`config.mk`:
```
export PLATFORM = sky130hd
export DESIGN_NAME = oled_frame_refresh
export DESIGN_NICKNAME = d
export VERILOG_FILES = /design/src/rtl/oled_pkg.sv /design/src/rtl/oled_spi_byte.sv /design/src/rtl/oled_frame_refresh.sv
export SDC_FILE = /design/constraint.sdc
export NUM_CORES = 1
export LEC_CHECK = 0
export BUFFER_PORTS_ARGS = -buffer_cell sky130_fd_sc_hd__buf_2
export CAP_MARGIN = 40
export CORE_AREA = 2 2 83 85
export CTS_CLUSTER_DIAMETER = 60
export CTS_CLUSTER_SIZE = 16
export DETAILED_ROUTE_END_ITERATION = 16
export DIE_AREA = 0 0 85 87
export MAX_ROUTING_LAYER = met4
export PLACE_DENSITY = 0.67
export SLEW_MARGIN = 10
export SYNTH_ARGS = -nofsm -noshare
export SYNTH_HDL_FRONTEND = slang
export SYNTH_SLANG_ARGS = --single-unit
```
`constraint.sdc`:
```
create_clock -name clk -period 2.5 [get_ports clk]
set_clock_uncertainty 0.1 [all_clocks]
set_input_delay 0.125 -clock clk [delete_from_list [all_inputs] [get_ports clk]]
set_output_delay 0.125 -clock clk [all_outputs]
set_load 0.01 [all_outputs]
```
`src/rtl/oled_pkg.sv`:
```
// Shared constants and FSM state type for the OLED frame refresh path.
package oled_pkg;

  localparam int unsigned OLED_PAGES      = 8;
  localparam int unsigned OLED_COLS       = 128;
  localparam int unsigned OLED_RAM_RD_LAT = 2;

  localparam logic [7:0] CMD_PAGE_BASE = 8'hB0;
  localparam logic [7:0] CMD_COL_LO    = 8'h00;
  localparam logic [7:0] CMD_COL_HI    = 8'h10;

  typedef enum logic [1:0] {
    ST_IDLE,
    ST_CMD,
    ST_DATA,
    ST_DONE
  } oled_state_t;

endpackage

```
`src/rtl/oled_spi_byte.sv`:
```
// SPI mode-0 byte shifter: one load cycle, then 16*CLK_DIV shift cycles, MSB first.
module oled_spi_byte #(
  parameter int unsigned CLK_DIV = 4
) (
  input  logic       clk,
  input  logic       rst,
  input  logic       load,
  input  logic [7:0] byte_in,
  output logic       sclk,
  output logic       mosi,
  output logic       byte_done
);

  localparam logic [7:0] HALF_LAST = 8'(CLK_DIV - 1);

  logic       active;
  logic [7:0] half_cnt;
  logic [3:0] phase;
  logic [7:0] shreg;
  logic       half_end;

  assign half_end  = active && (half_cnt == HALF_LAST);
  // Asserted in the final shift cycle so the next load lands right after it.
  assign byte_done = half_end && (phase == 4'd15);
  assign mosi      = shreg[7];

  // Half-period divider, SCLK toggling and shift on each falling edge.
  always_ff @(posedge clk or posedge rst) begin
    if (rst) begin
      active   <= 1'b0;
      half_cnt <= '0;
      phase    <= '0;
      shreg    <= '0;
      sclk     <= 1'b0;
    end else if (load) begin
      active   <= 1'b1;
      half_cnt <= '0;
      phase    <= '0;
      shreg    <= byte_in;
      sclk     <= 1'b0;
    end else if (active) begin
      if (half_end) begin
        half_cnt <= '0;
        phase    <= phase + 4'd1;
        if (!phase[0]) begin
          sclk <= 1'b1;
        end else begin
          sclk <= 1'b0;
          // Last bit is held on MOSI until the next load.
          if (phase == 4'd15) begin
            active <= 1'b0;
          end else begin
            shreg <= {shreg[6:0], 1'b0};
          end
        end
      end else begin
        half_cnt <= half_cnt + 8'd1;
      end
    end
  end

endmodule

```
`src/rtl/oled_frame_refresh.sv`:
```
// Streams the 8x128 OLED frame RAM to an SSD1306-class panel over 4-wire SPI.
module oled_frame_refresh
  import oled_pkg::*;
#(
  parameter int unsigned CLK_DIV = 4
) (
  input  logic       clk,
  input  logic       rst,
  input  logic       start,
  output logic       busy,
  output logic       done,
  output logic [9:0] rdaddress,
  input  logic [7:0] rddata,
  output logic       oled_cs,
  output logic       oled_dc,
  output logic       oled_sclk,
  output logic       oled_mosi
);

  localparam logic [2:0] PAGE_LAST = 3'(OLED_PAGES - 1);
  localparam logic [6:0] COL_LAST  = 7'(OLED_COLS - 1);

  oled_state_t state;
  logic [2:0]  page;
  logic [6:0]  col;
  logic [1:0]  cmd_idx;
  logic        load;
  logic [7:0]  tx_byte;
  logic        byte_done;

  // Byte presented to the shifter during the load cycle.
  always_comb begin
    tx_byte = rddata;
    if (state == ST_CMD) begin
      case (cmd_idx)
        2'd0:    tx_byte = CMD_PAGE_BASE | {5'b0, page};
        2'd1:    tx_byte = CMD_COL_LO;
        default: tx_byte = CMD_COL_HI;
      endcase
    end
  end

  oled_spi_byte #(
    .CLK_DIV (CLK_DIV)
  ) u_spi (
    .clk       (clk),
    .rst       (rst),
    .load      (load),
    .byte_in   (tx_byte),
    .sclk      (oled_sclk),
    .mosi      (oled_mosi),
    .byte_done (byte_done)
  );

  // Frame sequencing: page commands, data bytes, RAM prefetch and status.
  always_ff @(posedge clk or posedge rst) begin
    if (rst) begin
      state     <= ST_IDLE;
      page      <= '0;
      col       <= '0;
      cmd_idx   <= '0;
      load      <= 1'b0;
      busy      <= 1'b0;
      done      <= 1'b0;
      oled_cs   <= 1'b1;
      oled_dc   <= 1'b0;
      rdaddress <= '0;
    end else begin
      load <= 1'b0;
      done <= 1'b0;
      case (state)
        ST_IDLE: begin
          if (start) begin
            state   <= ST_CMD;
            page    <= '0;
            cmd_idx <= '0;
            oled_dc <= 1'b0;
            oled_cs <= 1'b0;
            busy    <= 1'b1;
            load    <= 1'b1;
          end
        end
        ST_CMD: begin
          if (byte_done) begin
            load <= 1'b1;
            if (cmd_idx == 2'd2) begin
              state   <= ST_DATA;
              col     <= '0;
              oled_dc <= 1'b1;
            end else begin
              cmd_idx <= cmd_idx + 2'd1;
              // Address of data byte 0 goes out with the third command byte.
              if (cmd_idx == 2'd1) rdaddress <= {page, 7'd0};
            end
          end
        end
        ST_DATA: begin
          // Prefetch the next column while the current byte shifts out.
          if (load) rdaddress <= {page, col + 7'd1};
          if (byte_done) begin
            if (col == COL_LAST) begin
              if (page == PAGE_LAST) begin
                state   <= ST_DONE;
                busy    <= 1'b0;
                oled_cs <= 1'b1;
              end else begin
                state   <= ST_CMD;
                page    <= page + 3'd1;
                cmd_idx <= '0;
                oled_dc <= 1'b0;
                load    <= 1'b1;
              end
            end else begin
              col  <= col + 7'd1;
              load <= 1'b1;
            end
          end
        end
        ST_DONE: begin
          done    <= 1'b1;
          oled_dc <= 1'b0;
          state   <= ST_IDLE;
        end
      endcase
    end
  end

endmodule

```
==> results of run 1 <==
[placed cells by master, fill, tap and decap left out, drive strengths merged, types with 3 or more instances in the layout]
cell type,n
xnor2,8
inv,10
buf,35
a31oi,8
nand3,19
nand4,4
nand2,23
a32o,4
ha,10
xor2,5
dfrtp,49
clkbuf,6
o21ai,10
a211oi,3
a21oi,8
mux2,9
and3,7
nor2,24
nor4,4
a21o,4
mux2i,5
nand2b,5
nor3,6
[registers in the layout, summed over array words and instances (netlist names)]
| signal | cells |
|---|---|
| u_spi.active | 1 |
| u_spi.phase | 4 |
| oled_dc | 1 |
| col | 7 |
| busy | 1 |
| load | 1 |
| state | 2 |
| page | 3 |
| rdaddress | 10 |
| u_spi.half_cnt | 8 |
| cmd_idx | 2 |
| done | 1 |
| u_spi.shreg | 8 |
| oled_cs | 1 |
[stage by stage]
step,utilization [%],setup WS (ps)
floorplan,-,340
CTS,46.9,349
global route,46.9,193
detailed placement,44.9,381
global placement,44.9,409
finish,46.9,352
[power by group through the flow]
stage | combinational (mW) | sequential, mW | clock, mW
after global placement | 0.0303 | 0.825 | 0
after global routing | 0.0365 | 0.810 | 0.621
final | 0.0315 | 0.809 | 0.578
after floorplan | 0.0134 | 0.826 | 0
after CTS | 0.0331 | 0.809 | 0.587
after detailed placement | 0.0308 | 0.825 | 0
[layer usage]
layer  track usage (%)  share of wire (%)  vias to the layer above  wire length, um
met2              27.7                 47                       39             2710
met5                 -                  0                        -                0
met1              22.5                 48                     1072             2750
met4              4.18               0.86                        0               49
met3              3.22                3.5                        7              200
li1                  -                  -                     1047                -
[critical path: stages, from the launching register on]
cell	delay, ps
sky130_fd_sc_hd__dfrtp_1	400
sky130_fd_sc_hd__ha_1	220
sky130_fd_sc_hd__nor4bb_1	420
sky130_fd_sc_hd__nand3_1	180
sky130_fd_sc_hd__a221o_1	390
sky130_fd_sc_hd__a211o_1	330
[worst max-delay path by stage]
stage                     slack [ps]      endpoint               from  cells after the start
after floorplan                  340        col[2]  u_spi.half_cnt[0]                      6
after global placement           410  rdaddress[3]  u_spi.half_cnt[2]                      4
after detailed placement         380        col[2]  u_spi.half_cnt[0]                      5
after CTS                        350        col[2]  u_spi.half_cnt[0]                      5
after global routing             190        col[5]  u_spi.half_cnt[1]                      5
final                            350        col[5]  u_spi.half_cnt[0]                      5
[kinds of logic after synthesis]
group,share of synthesized area (%)
xor+xnor,4.22
flops,46.5
simple gates,20.2
buf+inv,3.06
mux,5.62
fa+ha+maj,4.64
compound gates,15.7
[repair_timing]
item                      CTS  global route
hold endpoints to repair   14             0
hold buffers                2             0
resized for setup           0             0
[cell type report]
cell class                 instances  area, um^2
fill                             626        3490
clock buffer                       6        72.6
tap                               80         100
clock inverter                     2        37.5
multi-input combinational        198        1360
sequential                        50        1250
timing repair buffer              37         218
inverter                          10        37.5
==> out/metrics.yaml, run 1 <==
outcome:
  run_status: "finished clean"
power:
  vdd_drop_max_mv: 0.354
  p_int_mw: 1.12
  switching_share_of_power_pct: 21.1
  total_switching_power_uw: 299
  clockPowerShare_pct: 40.7
  logic_pwr_share_pct: 2.2
  power.static_leakage_nw: 1.46
  power-per-cell-area_nw_per_um2: 461
  design_power_total_mw: 1.42
  p_seq_share_pct: 57.1
grt:
  pin_count_of_the_biggest_net_entering_global_routing: 21
  grt_first_pass_wirelength_mm: 9.98
  initial_antenna_violation_count: 0
  grt_pass1_vias: 2145
  global_route.overflow_total: 0
  global_route.usage.total_pct: 17.1
worst_setup_path:
  crit_path_max_fanout: 6
  criticalPathCategory: "reg -> reg"
  r2r-end: "col[5]"
  setup.worst_path.start_class: "flop"
  setup.worst_path.end_class: "flop"
  arrival_ps: 2240
  cp.required_ps: 2600
  worst_r2r_path_depth: 5
  r2r_setup_slack_ps: 350
  critical_path.reg2reg.startpoint: "u_spi.half_cnt[0]"
sta:
  setup_tns_ps: 0
  tightestPinTransition_ps: 501
  fin_crit_ps: 2150
  rsz0062_at_grt: "no"
  finalMaxSlewViolations: 0
  post-route-period-util_pct: 85.9
  timing.final.hold_violations: 0
  worst_slew_margin_rel_pct: 66.6
  hold_slack_ps: 3.47
  timing.fmax_ghz: 0.466
  count_of_final_setup_violators: 0
cts:
  clkSinkCount: 50
  cts_root_buf: "sky130_fd_sc_hd__clkbuf_8"
  post_cts.repair.setup_buffers: 0
  cts_buffer_depth: 2
  clk-insertion-delay-late_ps: 300
  tritoncts: "done"
  cts-buffers-inserted: 5
  cts.reportedPaths.clkPinSlew_ps: 90
  h-tree-depth: 2
worst_hold_path:
  hold_path_end: "u_spi.shreg[3]"
  hp-start: "rddata[3]"
  min_delay_path_depth: 3
  hold_path_class: "in -> reg"
die:
  floorplan.rows: 30
  floorplan.die.width_um: 85
  io_pins: 27
  initial_utilization_pct: 41.0
  dieArea_um2: 7400
  dieHeight_um: 87
  core-area_um2: 6570
synthesis:
  postSynthAreaPerCell_um2: 9.98
  synth_cell_type_count: 49
  post_synth_main_area_contributors: "sky130_fd_sc_hd__dfrtp_1 45%, sky130_fd_sc_hd__ha_1 4.6%, sky130_fd_sc_hd__mux2_2 3.8%, sky130_fd_sc_hd__nand3_1 3.5%, sky130_fd_sc_hd__nor2_1 3.3%"
  syn-cell-area_um2: 2700
  synth_top_cell_area_share_pct: 45.5
  netlist.top_cell.by_area: "sky130_fd_sc_hd__dfrtp_1"
  synth_common_cells: "49 x sky130_fd_sc_hd__dfrtp_1, 24 x sky130_fd_sc_hd__nor2_1, 23 x sky130_fd_sc_hd__nand2_1, 19 x sky130_fd_sc_hd__nand3_1, 11 x sky130_fd_sc_hd__clkbuf_1"
  yosysMostFrequentCell: "sky130_fd_sc_hd__dfrtp_1"
  netlist_instances: 270
  synth_enable_flop_cells: 0
  yosys_warnings: 0
  synth_nets: 291
  synth-main-ff-cell: "sky130_fd_sc_hd__dfrtp_1"
  synth_seq_cells: 50
  fraction_of_the_yosys_area_taken_by_sequential_cells_pct: 46.5
  ys_async_sr_fraction_pct: 100
detailed_routing:
  average_vias_per_placed_instance: 5.65
  initialDrtViolationCount: 124
  drt_pass1_iterations: 4
  via_count: 2165
  routed_wirelength_mm: 5.72
  drtAntennaViolNets: 0
  wire_per_inst_um: 14.9
  post_detailed_route_drc_marker_count: 0
placed_design:
  placed_area_um2: 2950
  dp.cells: 373
  dp.final_hpwl_mm: 4.13
  gp_congestion: 0.841
  number_of_i_o_port_buffers: 26
job:
  max_cap_viol_count: 0
finish:
  fin_area_um2: 3080
  layout.nets: 323
  synthToLayoutAreaGrowth_pct: 14.2
  antenna_cells: 0
  layout.cells.non_filler: 383
  layout-drive-gt1-share_pct: 20.8
No activity file was read; power rests on OpenSTA's default activity.
==> inputs of run 2 (changes only) <==
--- a/config.mk
+++ b/config.mk
@@ -5,6 +5,7 @@
 export SDC_FILE = /design/constraint.sdc
 export NUM_CORES = 1
 export LEC_CHECK = 0
+export ABC_AREA = 1
 export BUFFER_PORTS_ARGS = -buffer_cell sky130_fd_sc_hd__buf_2
 export CAP_MARGIN = 40
 export CORE_AREA = 2 2 83 85
==> run 2 against run 1 <==
Against the previous run:
- critical path depth increased by 3
- sequential share of layout area increased by 0.84 points
- sequential power about the same
- worst hold slack improved by 36 ps
- maximum frequency increased by 8.5%
- cell area decreased by 2.0%
- synthesized cell count increased by 24%
- die area unchanged
- clock power decreased by 14%
- utilization decreased by 0.95 points
- worst setup slack improved by 170 ps
- via count increased by 4.0%
- critical path type unchanged
- highest routed layer unchanged
==> out/metrics.yaml, run 2 <==
finish:
  layout.nets: 386  # +20%
  antenna_cells: 0  # unchanged
  most-common-layout-cells: "94 x sky130_fd_sc_hd__nand2_1, 49 x sky130_fd_sc_hd__dfrtp_1, 28 x sky130_fd_sc_hd__nor2_1"
  synthToLayoutAreaGrowth_pct: 11.4
  layout-drive-gt1-share_pct: 17.8  # -3.0 points
  reg.largest.list: "rdaddress (10), u_spi.half_cnt (8), u_spi.shreg (8)"
  largest_reg_flops: 10  # unchanged
  largest-register: "rdaddress"
  layout.cells.non_filler: 446  # +16%
  final_common_cell: "sky130_fd_sc_hd__nand2_1"
  fin_area_um2: 3020  # -2.0%
detailed_routing:
  drt_pass1_iterations: 4  # unchanged
  initialDrtViolationCount: 100  # -19%
  wire_per_inst_um: 12.7  # -15%
  routed_wirelength_mm: 5.65  # -1.1%
  post_detailed_route_drc_marker_count: 0  # unchanged
  average_vias_per_placed_instance: 5.05  # -11%
  drtAntennaViolNets: 0  # unchanged
  via_count: 2251  # +4.0%
cts:
  clkSinkCount: 50  # unchanged
  cts-buffers-inserted: 5  # unchanged
  cts.reportedPaths.clkPinSlew_ps: 90  # about the same
  post_cts.repair.setup_buffers: 0  # unchanged
  cts_root_buf: "sky130_fd_sc_hd__clkbuf_8"
  clk-insertion-delay-late_ps: 300  # about the same
  tritoncts: "done"
  cts_buffer_depth: 2  # unchanged
  cts_resized: 0  # unchanged
  h-tree-depth: 2  # unchanged
worst_setup_path:
  arrival_ps: 2080  # -160 ps
  worst_path_max_delay_cell: "sky130_fd_sc_hd__dfrtp_1"
  timing.critical_path.max_delay_family: "simple AND/OR/NAND/NOR gates"
  cp.required_ps: 2600  # about the same
  critical_path.most_common_cell: "sky130_fd_sc_hd__nand2_1"
  delay_contributed_by_the_slowest_stage_of_the_critical_path_ps: 410  # about the same
  critical_path.reg2reg.startpoint: "u_spi.phase[0]"
  r2r_setup_slack_ps: 520  # +170 ps
  timing.critical_path.buf_inv: 0  # unchanged
  setup.worst_path.start_class: "flop"
  criticalPathCategory: "reg -> reg"
  worst_r2r_path_depth: 8  # +3
  setup.worst_path.end_class: "flop"
  crit_path_max_fanout: 11  # +5
  r2r-end: "rdaddress[8]"
  critical_path.cell_chain: "ha_1, nand2_1, nor2_1, nand4_1, o21ai_2, nand2_2, nand2_1, nand2_1"
die:
  core-area_um2: 6570  # unchanged
  dieHeight_um: 87  # unchanged
  dieArea_um2: 7400  # unchanged
  io_pins: 27  # unchanged
  initial_utilization_pct: 41.2  # +0.17 points
  floorplan.rows: 30  # unchanged
  floorplan.die.width_um: 85  # unchanged
sta:
  postLayoutSetupSlackWorst_ps: 520  # +168 ps
  timing.fmax_ghz: 0.505  # +8.5%
  timing.final.hold_violations: 0  # unchanged
  worst_slew_margin_rel_pct: 55.9  # -11 points
  setup_tns_ps: 0  # unchanged
  tightestPinTransition_ps: 661  # +160 ps
  fin_crit_ps: 1980  # -168 ps
  finalMaxSlewViolations: 0  # unchanged
  rsz0062_at_grt: "no"
  count_of_final_setup_violators: 0  # unchanged
  post-route-period-util_pct: 79.2  # -6.7 points
synthesis:
  post_synth_main_area_contributors: "sky130_fd_sc_hd__dfrtp_1 45%, sky130_fd_sc_hd__nand2_1 13%, sky130_fd_sc_hd__ha_1 4.6%, sky130_fd_sc_hd__nand3_1 4.6%, sky130_fd_sc_hd__nor2_1 3.9%"
  yosysMostFrequentCell: "sky130_fd_sc_hd__nand2_1"
  yosys_warnings: 0  # unchanged
  synth_common_cells: "94 x sky130_fd_sc_hd__nand2_1, 49 x sky130_fd_sc_hd__dfrtp_1, 28 x sky130_fd_sc_hd__nor2_1, 27 x sky130_fd_sc_hd__inv_1, 25 x sky130_fd_sc_hd__nand3_1"
  syn-cell-area_um2: 2710  # +0.42%
  synth_cell_type_count: 35  # -29%
  synth_nets: 356  # +22%
  synth_enable_flop_cells: 0  # unchanged
  netlist.top_cell.by_area: "sky130_fd_sc_hd__dfrtp_1"
  ys_async_sr_fraction_pct: 100  # unchanged
  synth_top_cell_area_share_pct: 45.3  # -0.19 points
  fraction_of_the_yosys_area_taken_by_sequential_cells_pct: 46.3  # -0.19 points
  synth_seq_cells: 50  # unchanged
  netlist_instances: 335  # +24%
  synth-main-ff-cell: "sky130_fd_sc_hd__dfrtp_1"
  postSynthAreaPerCell_um2: 8.08  # -19%
power:
  p_seq_share_pct: 60.5  # +3.4 points
  logic_pwr_share_pct: 2.5  # +0.3 points
  total_switching_power_uw: 296  # -1.1%
  switching_share_of_power_pct: 22.1  # +0.99 points
  power-per-cell-area_nw_per_um2: 444  # -3.5%
  vdd_drop_max_mv: 0.301  # -15%
  clockPowerShare_pct: 37.0  # -3.7 points
  p_int_mw: 1.04  # -6.7%
  power.static_leakage_nw: 1.58  # +8.1%
grt:
  global_route.overflow_total: 0  # unchanged
  grt_pass1_vias: 2214  # +3.2%
  grt_first_pass_wirelength_mm: 10.1  # +1.2%
  groute.layer.met1.usage_pct: 22.0  # -0.48 points
  pin_count_of_the_biggest_net_entering_global_routing: 33  # +57%
  initial_antenna_violation_count: 0  # unchanged
  global_route.usage.total_pct: 17.4  # +0.24 points
  met3_usage_pct: 4.08  # +0.85 points
  grt.met2_usage_pct: 29.0  # +1.3 points
  gr-max-usage-layer: "met2"
worst_hold_path:
  hold_path_end: "u_spi.shreg[0]"
  hold_path_class: "in -> reg"
  hp-start: "rddata[0]"
  min_delay_path_depth: 3  # unchanged
placed_design:
  dp_slack_ps: 500  # +119 ps
  dp.cells: 436  # +17%
  placed_area_um2: 2900  # -1.6%
  dp.final_hpwl_mm: 4.16  # +0.86%
  number_of_i_o_port_buffers: 26  # unchanged
  gp_congestion: 0.816  # -3.0%
job:
  max_cap_viol_count: 0  # unchanged
outcome:
  run_status: "finished clean"
run 2: final cells by class:
| cell class | instances | area [um^2] |
|---|---|---|
| fillers | 655 | 3550 |
| clock buffers | 6 | 82.6 |
| well taps | 80 | 100 |
| inverters | 33 | 124 |
| clock inverters | 2 | 12.5 |
| flip-flops and latches | 50 | 1250 |
| multi-input cells | 244 | 1270 |
| repair buffers | 31 | 173 |
run 2: metrics by stage:
step	utilization (%)	hold slack, ps	power, mW
after CTS	45.9	35.9	1.36
after global placement	44.2	157	0.859
after floorplan	-	161	0.842
after global routing	45.9	88.3	1.41
final	45.9	39.9	1.34
after detailed placement	44.2	170	0.860
run 2: worst max-delay path by stage:
stage,depth (start not counted),from,slack [ps],endpoint
CTS,8,u_spi.phase[0],490,rdaddress[8]
global route,8,u_spi.phase[0],280,rdaddress[8]
finish,8,u_spi.phase[0],520,rdaddress[8]
global placement,8,u_spi.phase[0],620,rdaddress[6]
detailed placement,8,u_spi.phase[0],500,rdaddress[8]
floorplan,8,u_spi.phase[0],870,col[4]
run 2: power by group through the flow:
| stage | clock network (mW) | logic [mW] | registers, mW |
|---|---|---|---|
| floorplan | 0 | 0.0150 | 0.827 |
| global placement | 0 | 0.0324 | 0.827 |
| detailed placement | 0 | 0.0330 | 0.827 |
| CTS | 0.513 | 0.0356 | 0.811 |
| global route | 0.554 | 0.0397 | 0.811 |
| finish | 0.496 | 0.0332 | 0.811 |
run 2: kinds of logic after synthesis:
kind of cell             Yosys count  share of synthesized area [%]
AO/OA/AOI/OAI                     60                           12.6
buffers and inverters             41                           6.75
flip-flops                        50                           46.3
AND/OR/NAND/NOR                  174                           29.7
adder cells (fa/ha/maj)           10                           4.62
run 2: metal layers:
metal  up-vias  wire length (um)
met5         -                 0
met4         0                63
met3         6               255
met2        47              2740
met1      1054              2590
li1       1144                 -
run 2: worst min-delay path: stages:
cell and delay, ps:
sky130_fd_sc_hd__buf_2 80, sky130_fd_sc_hd__o21ai_0 80, sky130_fd_sc_hd__o21ai_0 130
run 2: timing repair:
item,CTS,global route
endpoints found under the setup margin,0,0
hold buffers,2,0
hold endpoints to repair,30,0
